$ cat src/rtl/i2c_reg_pkg.sv
// Shared constants for the redriver register bank: register map, CTRL bit positions,
// write-FSM encoding and reset values.
package i2c_reg_pkg;

  localparam logic [6:0] DEF_DEV_ADDR = 7'h23;
  localparam logic [7:0] DEF_CHIP_ID  = 8'hA0;

  localparam int NUM_CH   = 4;
  localparam int EQ_W     = 4;
  localparam int EQ_OUT_W = NUM_CH * EQ_W;

  localparam logic [7:0] OFS_CHIP_ID  = 8'h00;
  localparam logic [7:0] OFS_CTRL     = 8'h01;
  localparam logic [7:0] OFS_STATUS   = 8'h02;
  localparam logic [7:0] OFS_IRQ_MASK = 8'h03;
  localparam logic [7:0] OFS_EQ_SH0   = 8'h10;
  localparam logic [7:0] OFS_EQ_SH3   = 8'h13;
  localparam logic [7:0] OFS_CHEN_SH  = 8'h14;

  localparam int CTRL_LOCK_BIT   = 0;
  localparam int CTRL_COMMIT_BIT = 7;

  typedef enum logic [1:0] {
    ST_IDLE   = 2'd0,
    ST_WRITE  = 2'd1,
    ST_COMMIT = 2'd2
  } wr_state_e;

  typedef struct packed {
    logic [7:0] ofs;
    logic [7:0] data;
  } wr_req_t;

  localparam logic                RST_LOCK     = 1'b0;
  localparam logic [NUM_CH-1:0]   RST_IRQ_MASK = '0;
  localparam logic [EQ_W-1:0]     RST_EQ_SH    = '0;
  localparam logic [NUM_CH-1:0]   RST_CHEN     = '0;
  localparam logic [EQ_OUT_W-1:0] RST_EQ_OUT   = '0;
  localparam logic [7:0]          RST_TX_DATA  = 8'h00;

  function automatic logic is_eq_sh(input logic [7:0] ofs);
    return (ofs >= OFS_EQ_SH0) && (ofs <= OFS_EQ_SH3);
  endfunction

endpackage

$ cat src/rtl/i2c_reg_bank_if.sv
// Byte-level handshake between i2c_slave (master side) and the register bank (slave side).
interface i2c_reg_bank_if;
  logic [7:0] rx_address;
  logic [7:0] rx_offset;
  logic [7:0] rx_data;
  logic       iwrite_en;
  logic       iread_en;
  logic [7:0] tx_data;

  modport master (
    output rx_address, rx_offset, rx_data, iwrite_en, iread_en,
    input  tx_data
  );

  modport slave (
    input  rx_address, rx_offset, rx_data, iwrite_en, iread_en,
    output tx_data
  );
endinterface

$ cat src/rtl/los_sticky_latch.sv
// Synchronises the asynchronous loss-of-signal inputs and holds them as sticky bits
// that a STATUS read clears; a bit still asserted in the clearing cycle stays set.
module los_sticky_latch
  import i2c_reg_pkg::*;
(
  input  logic              clk,
  input  logic              rst_n,
  input  logic [NUM_CH-1:0] los_async_i,
  input  logic              clr_i,
  output logic [NUM_CH-1:0] status_o
);

  logic [NUM_CH-1:0] sync1_q, sync2_q;
  logic [NUM_CH-1:0] sticky_q, sticky_d;

  always_comb sticky_d = (clr_i ? '0 : sticky_q) | sync2_q;

  // NOTE: state is assigned with <= so every flop samples pre-edge values,
  // which is what makes the two synchroniser stages a real two-cycle delay.
  always_ff @(posedge clk or negedge rst_n) begin
    if (!rst_n) begin
      sync1_q  <= '0;
      sync2_q  <= '0;
      sticky_q <= '0;
    end else begin
      sync1_q  <= los_async_i;
      sync2_q  <= sync1_q;
      sticky_q <= sticky_d;
    end
  end

  assign status_o = sticky_q;

endmodule

$ cat src/rtl/i2c_reg_bank.sv
// Register bank behind i2c_slave. EQ and channel-enable writes land in shadows and
// reach the redriver outputs together when CTRL.COMMIT is written.
module i2c_reg_bank
  import i2c_reg_pkg::*;
#(
  parameter logic [6:0] DEV_ADDR = DEF_DEV_ADDR,
  parameter logic [7:0] CHIP_ID  = DEF_CHIP_ID
) (
  input  logic                SYSTEM_CLK,
  input  logic                RESETn,
  i2c_reg_bank_if.slave       bus,
  input  logic [NUM_CH-1:0]   los_in,
  output logic [EQ_OUT_W-1:0] eq_ctrl,
  output logic [NUM_CH-1:0]   ch_enable,
  output logic                irq
);

  logic wr_prev_q, rd_prev_q;
  logic wr_rise, rd_rise, addr_match, status_clr;

  logic    pend_q;
  wr_req_t pend_req_q;
  wr_req_t work_q;

  wr_state_e                      state_q;
  logic                           lock_q;
  logic [NUM_CH-1:0]              irq_mask_q;
  logic [NUM_CH-1:0][EQ_W-1:0]    eq_sh_q;
  logic [NUM_CH-1:0]              chen_sh_q;
  logic [EQ_OUT_W-1:0]            eq_ctrl_q;
  logic [NUM_CH-1:0]              ch_enable_q;
  logic                           irq_q;
  logic [7:0]                     tx_data_q, tx_data_d;
  logic [NUM_CH-1:0]              status;

  assign addr_match = (bus.rx_address[7:1] == DEV_ADDR);
  assign wr_rise    = bus.iwrite_en & ~wr_prev_q;
  assign rd_rise    = bus.iread_en & ~rd_prev_q;
  assign status_clr = rd_rise & addr_match & (bus.rx_offset == OFS_STATUS);

  // A write edge is captured into a one-deep pending slot so that bytes arriving
  // while the FSM is busy are serviced once it is back in IDLE.
  always_ff @(posedge SYSTEM_CLK or negedge RESETn) begin
    if (!RESETn) begin
      wr_prev_q  <= 1'b0;
      rd_prev_q  <= 1'b0;
      pend_q     <= 1'b0;
      pend_req_q <= '0;
    end else begin
      wr_prev_q <= bus.iwrite_en;
      rd_prev_q <= bus.iread_en;
      if (wr_rise && addr_match) begin
        pend_q     <= 1'b1;
        pend_req_q <= '{ofs: bus.rx_offset, data: bus.rx_data};
      end else if (state_q == ST_IDLE) begin
        pend_q <= 1'b0;
      end
    end
  end

  // NOTE: the shadow and output registers are reset explicitly; a reset during
  // COMMIT must leave no half-copied equaliser setting behind.
  always_ff @(posedge SYSTEM_CLK or negedge RESETn) begin
    if (!RESETn) begin
      state_q     <= ST_IDLE;
      work_q      <= '0;
      lock_q      <= RST_LOCK;
      irq_mask_q  <= RST_IRQ_MASK;
      eq_sh_q     <= {NUM_CH{RST_EQ_SH}};
      chen_sh_q   <= RST_CHEN;
      eq_ctrl_q   <= RST_EQ_OUT;
      ch_enable_q <= RST_CHEN;
    end else begin
      unique case (state_q)
        ST_IDLE: begin
          if (pend_q) begin
            work_q  <= pend_req_q;
            state_q <= ST_WRITE;
          end
        end
        ST_WRITE: begin
          if (work_q.ofs == OFS_CTRL) begin
            lock_q <= work_q.data[CTRL_LOCK_BIT];
          end else if (work_q.ofs == OFS_IRQ_MASK) begin
            irq_mask_q <= work_q.data[NUM_CH-1:0];
          end else if (is_eq_sh(work_q.ofs) && !lock_q) begin
            eq_sh_q[work_q.ofs[1:0]] <= work_q.data[EQ_W-1:0];
          end else if ((work_q.ofs == OFS_CHEN_SH) && !lock_q) begin
            chen_sh_q <= work_q.data[NUM_CH-1:0];
          end
          state_q <= ((work_q.ofs == OFS_CTRL) && work_q.data[CTRL_COMMIT_BIT])
                     ? ST_COMMIT : ST_IDLE;
        end
        ST_COMMIT: begin
          eq_ctrl_q   <= eq_sh_q;
          ch_enable_q <= chen_sh_q;
          state_q     <= ST_IDLE;
        end
        default: state_q <= ST_IDLE;
      endcase
    end
  end

  los_sticky_latch u_los (
    .clk         (SYSTEM_CLK),
    .rst_n       (RESETn),
    .los_async_i (los_in),
    .clr_i       (status_clr),
    .status_o    (status)
  );

  // NOTE: tx_data_d gets a default before any branch so no path leaves it
  // unassigned, which would otherwise infer a latch.
  always_comb begin
    tx_data_d = RST_TX_DATA;
    if (addr_match) begin
      if (is_eq_sh(bus.rx_offset)) begin
        tx_data_d[EQ_W-1:0] = eq_sh_q[bus.rx_offset[1:0]];
      end else begin
        case (bus.rx_offset)
          OFS_CHIP_ID:  tx_data_d = CHIP_ID;
          OFS_CTRL:     tx_data_d[CTRL_LOCK_BIT] = lock_q;
          OFS_STATUS:   tx_data_d[NUM_CH-1:0] = status;
          OFS_IRQ_MASK: tx_data_d[NUM_CH-1:0] = irq_mask_q;
          OFS_CHEN_SH:  tx_data_d[NUM_CH-1:0] = chen_sh_q;
          default:      tx_data_d = RST_TX_DATA;
        endcase
      end
    end
  end

  always_ff @(posedge SYSTEM_CLK or negedge RESETn) begin
    if (!RESETn) begin
      tx_data_q <= RST_TX_DATA;
      irq_q     <= 1'b0;
    end else begin
      tx_data_q <= tx_data_d;
      irq_q     <= |(status & irq_mask_q);
    end
  end

  assign bus.tx_data = tx_data_q;
  assign eq_ctrl     = eq_ctrl_q;
  assign ch_enable   = ch_enable_q;
  assign irq         = irq_q;

  // R/W bit and the unmapped CTRL data bits carry no state.
  logic unused_bits;
  assign unused_bits = ^{bus.rx_address[0], work_q.data[6:4]};

endmodule

$ cat src/flat_wrapper.sv
// flat-port wrapper written by rule: the top's interface ports become plain ports
module i2c_reg_bank_flat import i2c_reg_pkg::*;
#(
  parameter logic [6:0] DEV_ADDR = DEF_DEV_ADDR,
  parameter logic [7:0] CHIP_ID  = DEF_CHIP_ID
)
  (SYSTEM_CLK, RESETn, los_in, eq_ctrl, ch_enable, irq, bus_rx_address, bus_rx_offset, bus_rx_data, bus_iwrite_en, bus_iread_en, bus_tx_data);
  i2c_reg_bank_if bus_i ();
  input  logic SYSTEM_CLK;
  input  logic RESETn;
  input  logic [NUM_CH-1:0] los_in;
  output logic [EQ_OUT_W-1:0] eq_ctrl;
  output logic [NUM_CH-1:0] ch_enable;
  output logic irq;
  input wire logic [$bits(bus_i.rx_address)-1:0] bus_rx_address;
  input wire logic [$bits(bus_i.rx_offset)-1:0] bus_rx_offset;
  input wire logic [$bits(bus_i.rx_data)-1:0] bus_rx_data;
  input wire logic [$bits(bus_i.iwrite_en)-1:0] bus_iwrite_en;
  input wire logic [$bits(bus_i.iread_en)-1:0] bus_iread_en;
  output wire logic [$bits(bus_i.tx_data)-1:0] bus_tx_data;
  assign bus_i.rx_address = bus_rx_address;
  assign bus_i.rx_offset = bus_rx_offset;
  assign bus_i.rx_data = bus_rx_data;
  assign bus_i.iwrite_en = bus_iwrite_en;
  assign bus_i.iread_en = bus_iread_en;
  assign bus_tx_data = bus_i.tx_data;
  i2c_reg_bank #(.DEV_ADDR(DEV_ADDR), .CHIP_ID(CHIP_ID)) u_core (.SYSTEM_CLK(SYSTEM_CLK), .RESETn(RESETn), .bus(bus_i), .los_in(los_in), .eq_ctrl(eq_ctrl), .ch_enable(ch_enable), .irq(irq));
endmodule
$ cat config.mk
export PLATFORM = sky130hd
export DESIGN_NAME = i2c_reg_bank_flat
export DESIGN_NICKNAME = d
export VERILOG_FILES = /design/src/rtl/i2c_reg_pkg.sv /design/src/rtl/i2c_reg_bank_if.sv /design/src/rtl/los_sticky_latch.sv /design/src/rtl/i2c_reg_bank.sv /design/src/flat_wrapper.sv
export SDC_FILE = /design/constraint.sdc
export NUM_CORES = 1
export LEC_CHECK = 0
export BUFFER_PORTS_ARGS = -buffer_cell sky130_fd_sc_hd__clkbuf_2
export CAP_MARGIN = 20
export CORE_UTILIZATION = 47
export CTS_BUF_LIST = sky130_fd_sc_hd__clkbuf_4
export DETAILED_ROUTE_END_ITERATION = 8
export PLACE_DENSITY = 0.71
export RECOVER_POWER = 100
export SLEW_MARGIN = 20
export SYNTH_ARGS = -nofsm -noshare
export SYNTH_HDL_FRONTEND = slang
export SYNTH_SLANG_ARGS = --single-unit
$ cat constraint.sdc
create_clock -name SYSTEM_CLK -period 2.85 [get_ports SYSTEM_CLK]
set_clock_uncertainty 0.15 [all_clocks]
set_input_delay 0.57 -clock SYSTEM_CLK [delete_from_list [all_inputs] [get_ports SYSTEM_CLK]]
set_output_delay 0.57 -clock SYSTEM_CLK [all_outputs]
set_load 0.02 [all_outputs]
# After elaboration in Yosys (flattened, before gate mapping)
# Cells that the tools add are included.
totals:
  in_bits: 32
  out_inout_bits: 29
  reg_bits: 103
classes:
  bitwise_logic: 11
  n_reduce_logical: 17
  n_eq_ne: 11
  order_cmp: 7
  mux: 17
ops:
  columns: ["op", "count"]
  rows:
  - ["$eq A8 B2 Y1 const B", 3]
  - ["$mux W4", 6]
  - ["$bwmux W16", 1]
  - ["$eq A8 B1 Y1 const B", 2]
  - ["$eq A8 B5 Y1 const B", 2]
  - ["$ge A8 B5 Y1 const B", 2]
  - ["$le A8 B5 Y1 const B", 2]
  - ["$pmux W3 S3", 1]
  - ["$bmux W4 S2", 1]
  - ["$demux W4 S2", 1]
  - ["$logic_not A8 Y1", 1]
  - ["$mux W8", 1]
  - ["$eq A7 B6 Y1 const B", 1]
  - ["$logic_and A1 B1 Y1", 7]
  - ["$lt A2 B3 Y1 const B", 2]
  - ["$not A1 Y1", 5]
  - ["$reduce_and A5 Y1", 1]
  - ["$and A1 B1 Y1", 4]
  - ["$and A4 B4 Y4", 1]
  - ["$mux W2", 2]
  - ["$or A4 B4 Y4", 1]
  - ["$pmux W1 S4", 1]
  - ["$pmux W2 S2", 1]
  - ["$reduce_and A2 Y1", 2]
  - ["other kinds (11)", 12]

# Logic depth before layout (Yosys ltp)
depth:
  depth_word: 6
  depth_mapped: 5
  mapped_depth_nobuf: 4

# Hierarchy
# From an unflattened synthesis, not the netlist that was laid out.
hier_totals:
  cells_unflattened: 251
  area_unflattened_um2: 3793.6
modules_own_cells:
  columns: ["module", "cells_each", "area_each_um2", "seq_area_each_um2", "instances"]
  rows:
  - ["i2c_reg_bank", 234, 3459.6, 2052.0, 1]
  - ["los_sticky_latch", 17, 334.1, 300.3, 1]

# Worst setup path before layout
# OpenSTA, ideal clock, no wires.
synth_path:
  path_kind: "input to register"
  from: "input bus_rx_address[3]"
  to: "register u_core.pend_req_q[0] (netlist name)"
  stages: 5
  setup_slack_ns: 0.666
  arrival_ns: 1.909
  n_path_buf: 1
  setup_time_ns: 0.125
  cell_sequence: "or4b_4 nor3_4 nand3b_4 buf_6 mux2_4"
synth_via:
  elab_chain_len: 2
synth_lines:
  columns: ["element", "line_no", "rtl"]
  rows:
  - ["from (decl)", "flat_wrapper.sv:15", "input wire logic [$bits(bus_i.rx_address)-1:0] bus_rx_address;"]
  - ["$eq A7 B6 Y1", "i2c_reg_bank.sv:36", "assign addr_match = (bus.rx_address[7:1] == DEV_ADDR);"]
  - ["$logic_and A1 B1 Y1", "i2c_reg_bank.sv:52", "if (wr_rise && addr_match) begin"]
  - ["to (signal assigned)", "i2c_reg_bank.sv:54", "pend_req_q <= '{ofs: bus.rx_offset, data: bus.rx_data};"]
  - ["to (decl)", "i2c_reg_bank.sv:22", "wr_req_t pend_req_q;"]
# Every way passes these cells.
# A chain may end at the register's enable or synchronous reset.

# Worst setup path in the final report
layout_path:
  from: "register u_core.work_q[13] (netlist name)"
  to: "register u_core.lock_q"
layout_via:
  elab_chain_len: 2
layout_lines:
  columns: ["element", "line_no", "rtl"]
  rows:
  - ["from (decl)", "i2c_reg_bank.sv:23", "wr_req_t work_q;"]
  - ["from (signal assigned)", "i2c_reg_bank.sv:77", "work_q <= pend_req_q;"]
  - ["$eq A8 B1 Y1", "i2c_reg_bank.sv:82", "if (work_q.ofs == OFS_CTRL) begin"]
  - ["$reduce_and A2 Y1 (no source line)", null, null]
  - ["to (signal assigned)", "i2c_reg_bank.sv:83", "lock_q <= work_q.data[CTRL_LOCK_BIT];"]
  - ["to (decl)", "i2c_reg_bank.sv:26", "logic lock_q;"]
# Every way passes these cells.

==> summary.txt <==
Status: finished clean
Headroom to the max-slew limit: 0.2712
Combinational group share of total power: 0.036
Worst hold path type: in2reg
Worst R2R End: u_core.lock_q
First-pass GRT wire length: 11.12 mm
Sequential share of the synthesized area: 0.6138
Routed length per instance: 16.36 µm
Syn Inst Count: 246
Layout cells sized above 1: 0.3537
Die width: 92.30 µm
Yosys top cell area share: 0.6138
Synth Register Bits: 94
Core ar.: 7807 µm²
Switching pwr: 0.4907 mW
Worst-skew pair later-pin latency: 0.44 ns
Int Pwr: 1.836 mW
WP buf/inv: 0
Vias per cell: 5.249
TritonRoute pass-1 iters: 4
Mapped cell area: 3832 µm²
Final Wtd Congestion: 0.7072
P_leak: 2.089 nW
Initial core utilization: 0.4909
Worst path cell trace: or4_1, nor3b_4, nor4b_1, mux2_2
Setup TNS: 0 ns
DR vias: 2168
VDD IR-drop max: 0.2974 mV
Reg2reg start: u_core.work_q[13]
Netlist cell types: 39
CP Capture Type: register
Crit path max-delay family: simple AND/OR/NAND/NOR gates
YS warnings: 0
Final min period: 2.399 ns
Sequential power share: 0.583
Unrepaired setup endpoints after global routing: false
CP Launch Type: register
Final setup vio count: 0
PwrDens: 545.5 nW/µm²
Slowest CP cell: or4_1
Total CTS buffers: 9
GRT Total Usage: 0.1738
Port bufs: 54
Die H: 92.30 µm
Tcrit/Tclk final: 0.8416
WP depth: 4
Row count: 32
Number of DRC markers in iteration 0: 59
Max capacitance violation total: 0
Worst EP required: 3.03 ns
# diodes: 0
Clk pwr share: 0.380
CTS sink count: 94
Routed WL: 6.756 mm
Die area: 8519 µm²
Arrival time of the worst setup path: 2.58 ns
Fin. max-slew vios: 0
Path depth of the worst reg2reg path: 4
Post-synth EDFFs: 0
Crit Path Class: reg2reg
Ys async rst share: 1.000
CTS H-tree depth: 3
Actual slew at the worst max-slew pin: 1.093 ns
CTS root buf: clkbuf_4
CTS tree: built
Vias in the first global route: 2161
CP max FO: 4
Largest area contributor in the netlist: dfrtp_1
Worst path max stage delay: 0.63 ns
Fillcell total: 696
Setup Fix Bufs, Post-CTS: 0
Worst setup path endpoint: u_core.lock_q
Hold Fails Final Rpt: 0
Area growth syn-to-layout: 11.30%
Syn avg cell area: 15.58 µm²
FMAX: 416.9 MHz
GR Overflow Total: 0
Top FF cell, synth: dfrtp_1
ANT nets after route: 0
Largest net degree at the start of global routing: 40
Critical path launch point: u_core.work_q[13]
R2r setup slk: 0.45 ns
Sw Share: 0.2109
Io pins: 61
Final Net Count: 339
Worst hold margin: 0.07965 ns
Largest cells by area after synthesis: dfrtp_1 61%, mux2_2 19%, mux2_4 3.5%, mux4_2 2.4%, a21o_1 0.78%
Clock transition at path regs: 0.15 ns
Initial antenna violation count: 0
Hpwl dp: 4.831 mm
Drt drc: 0
Clk buf depth: 2
-- cell type report --
type | count | area (µm²) | area share
Timing Repair Buffer | 60 | 266.5 | 0.06248
Multi-Input combinational cell | 142 | 1336 | 0.3133
Tap cell | 102 | 127.6 | 0.02992
Clock buffer | 10 | 75.07 | 0.01760
Clock inverter | 5 | 107.6 | 0.02523
Sequential cell | 94 | 2352 | 0.5515
-- cell families after synthesis --
family,synth area share
flops,0.6138
other cells,0.0009785
compound gates,0.03395
buf+inv,0.01600
mux,0.2520
simple gates,0.08325
-- state kept, by name, summed over array words and instances, names as in the netlist, 2 cells and up --
name,flops
u_core.eq_ctrl,16
u_core.eq_sh_q,16
u_core.pend_req_q,13
u_core.work_q,13
u_core.bus.tx_data,5
u_core.ch_enable,4
u_core.chen_sh_q,4
u_core.irq_mask_q,4
u_core.u_los.status_o,4
u_core.u_los.sync1_q,4
u_core.u_los.sync2_q,4
u_core.state_q,2
-- synthesized netlist by cell type (3+ instances only) --
| cell | instances |
|---|---|
| mux2_2 | 64 |
| mux2_4 | 9 |
| o21ai_0 | 5 |
| nand3b_1 | 4 |
| nor2_1 | 3 |
| clkbuf_1 | 6 |
| mux4_2 | 4 |
| nor3_1 | 3 |
| buf_4 | 3 |
| dfrtp_1 | 94 |
| nand2_1 | 7 |
| a21oi_1 | 5 |
| a21o_1 | 4 |
| nor3b_1 | 4 |
-- power groups by stage --
stage	logic (mW)	clock network, mW	registers [mW]
after floorplan	0.0404	0	1.38
after global placement	0.0940	0	1.38
after detailed placement	0.0962	0	1.38
after CTS	0.0975	0.909	1.36
after global routing	0.0967	0.951	1.36
final	0.0848	0.885	1.36
-- cells in the final DEF, fill, tap and decap left out, types with 4 or more instances in the layout --
| master | synthesis | routed |
|---|---|---|
| clkbuf_2 | 0 | 25 |
| mux4_2 | 4 | 4 |
| dfrtp_1 | 94 | 94 |
| mux2_2 | 64 | 64 |
| nor3b_1 | 4 | 4 |
| nand2_1 | 7 | 7 |
| a21o_1 | 4 | 4 |
| nor3_1 | 3 | 4 |
| o21ai_0 | 5 | 5 |
| nand3b_1 | 4 | 5 |
| mux2_1 | 0 | 9 |
| a21oi_1 | 5 | 5 |
| clkbuf_4 | 0 | 10 |
| clkbuf_1 | 6 | 33 |
-- how the worst min path moves through the flow --
stage / from / end / slack, ns / cells after the start
4_1_cts: los_in[0] / u_core.u_los.sync1_q[0] / 0.06 / 1
5_1_grt: los_in[2] / u_core.u_los.sync1_q[2] / 0.05 / 1
3_3_place_gp: u_core.u_los.sync1_q[2] / u_core.u_los.sync2_q[2] / 0.18 / 0
2_1_floorplan: RESETn / u_core.bus.tx_data[0] / 0.12 / 0
6_report: los_in[0] / u_core.u_los.sync1_q[0] / 0.08 / 1
3_5_place_dp: u_core.u_los.sync1_q[3] / u_core.u_los.sync2_q[3] / 0.18 / 0
-- metrics by stage --
step                worst slack, ns  utilization  total power, mW  std cells  instance area, µm²
global placement             0.4944       0.5402            1.476        397                4218
CTS                          0.6035       0.5649            2.364        413                4410
floorplan                    0.6660            -            1.421        247                3836
finish                       0.4513       0.5463            2.327        413                4265
detailed placement           0.4698       0.5402            1.479        397                4218
global route                 0.3573       0.5463            2.407        413                4265
-- what timing repair did --
action	4_1_cts	5_1_grt
hold endpoints to repair	27	0
hold buffers	1	0
gates resized for setup	0	0
-- metal layers --
metal,vias up,wire [µm],track usage
li1,1019,-,-
met1,1082,3283,0.2471
met5,-,0,0
met2,58,3079,0.2685
met4,0,92,0.06641
met3,9,300,0.03038
No activity file was read; power rests on OpenSTA's default activity.
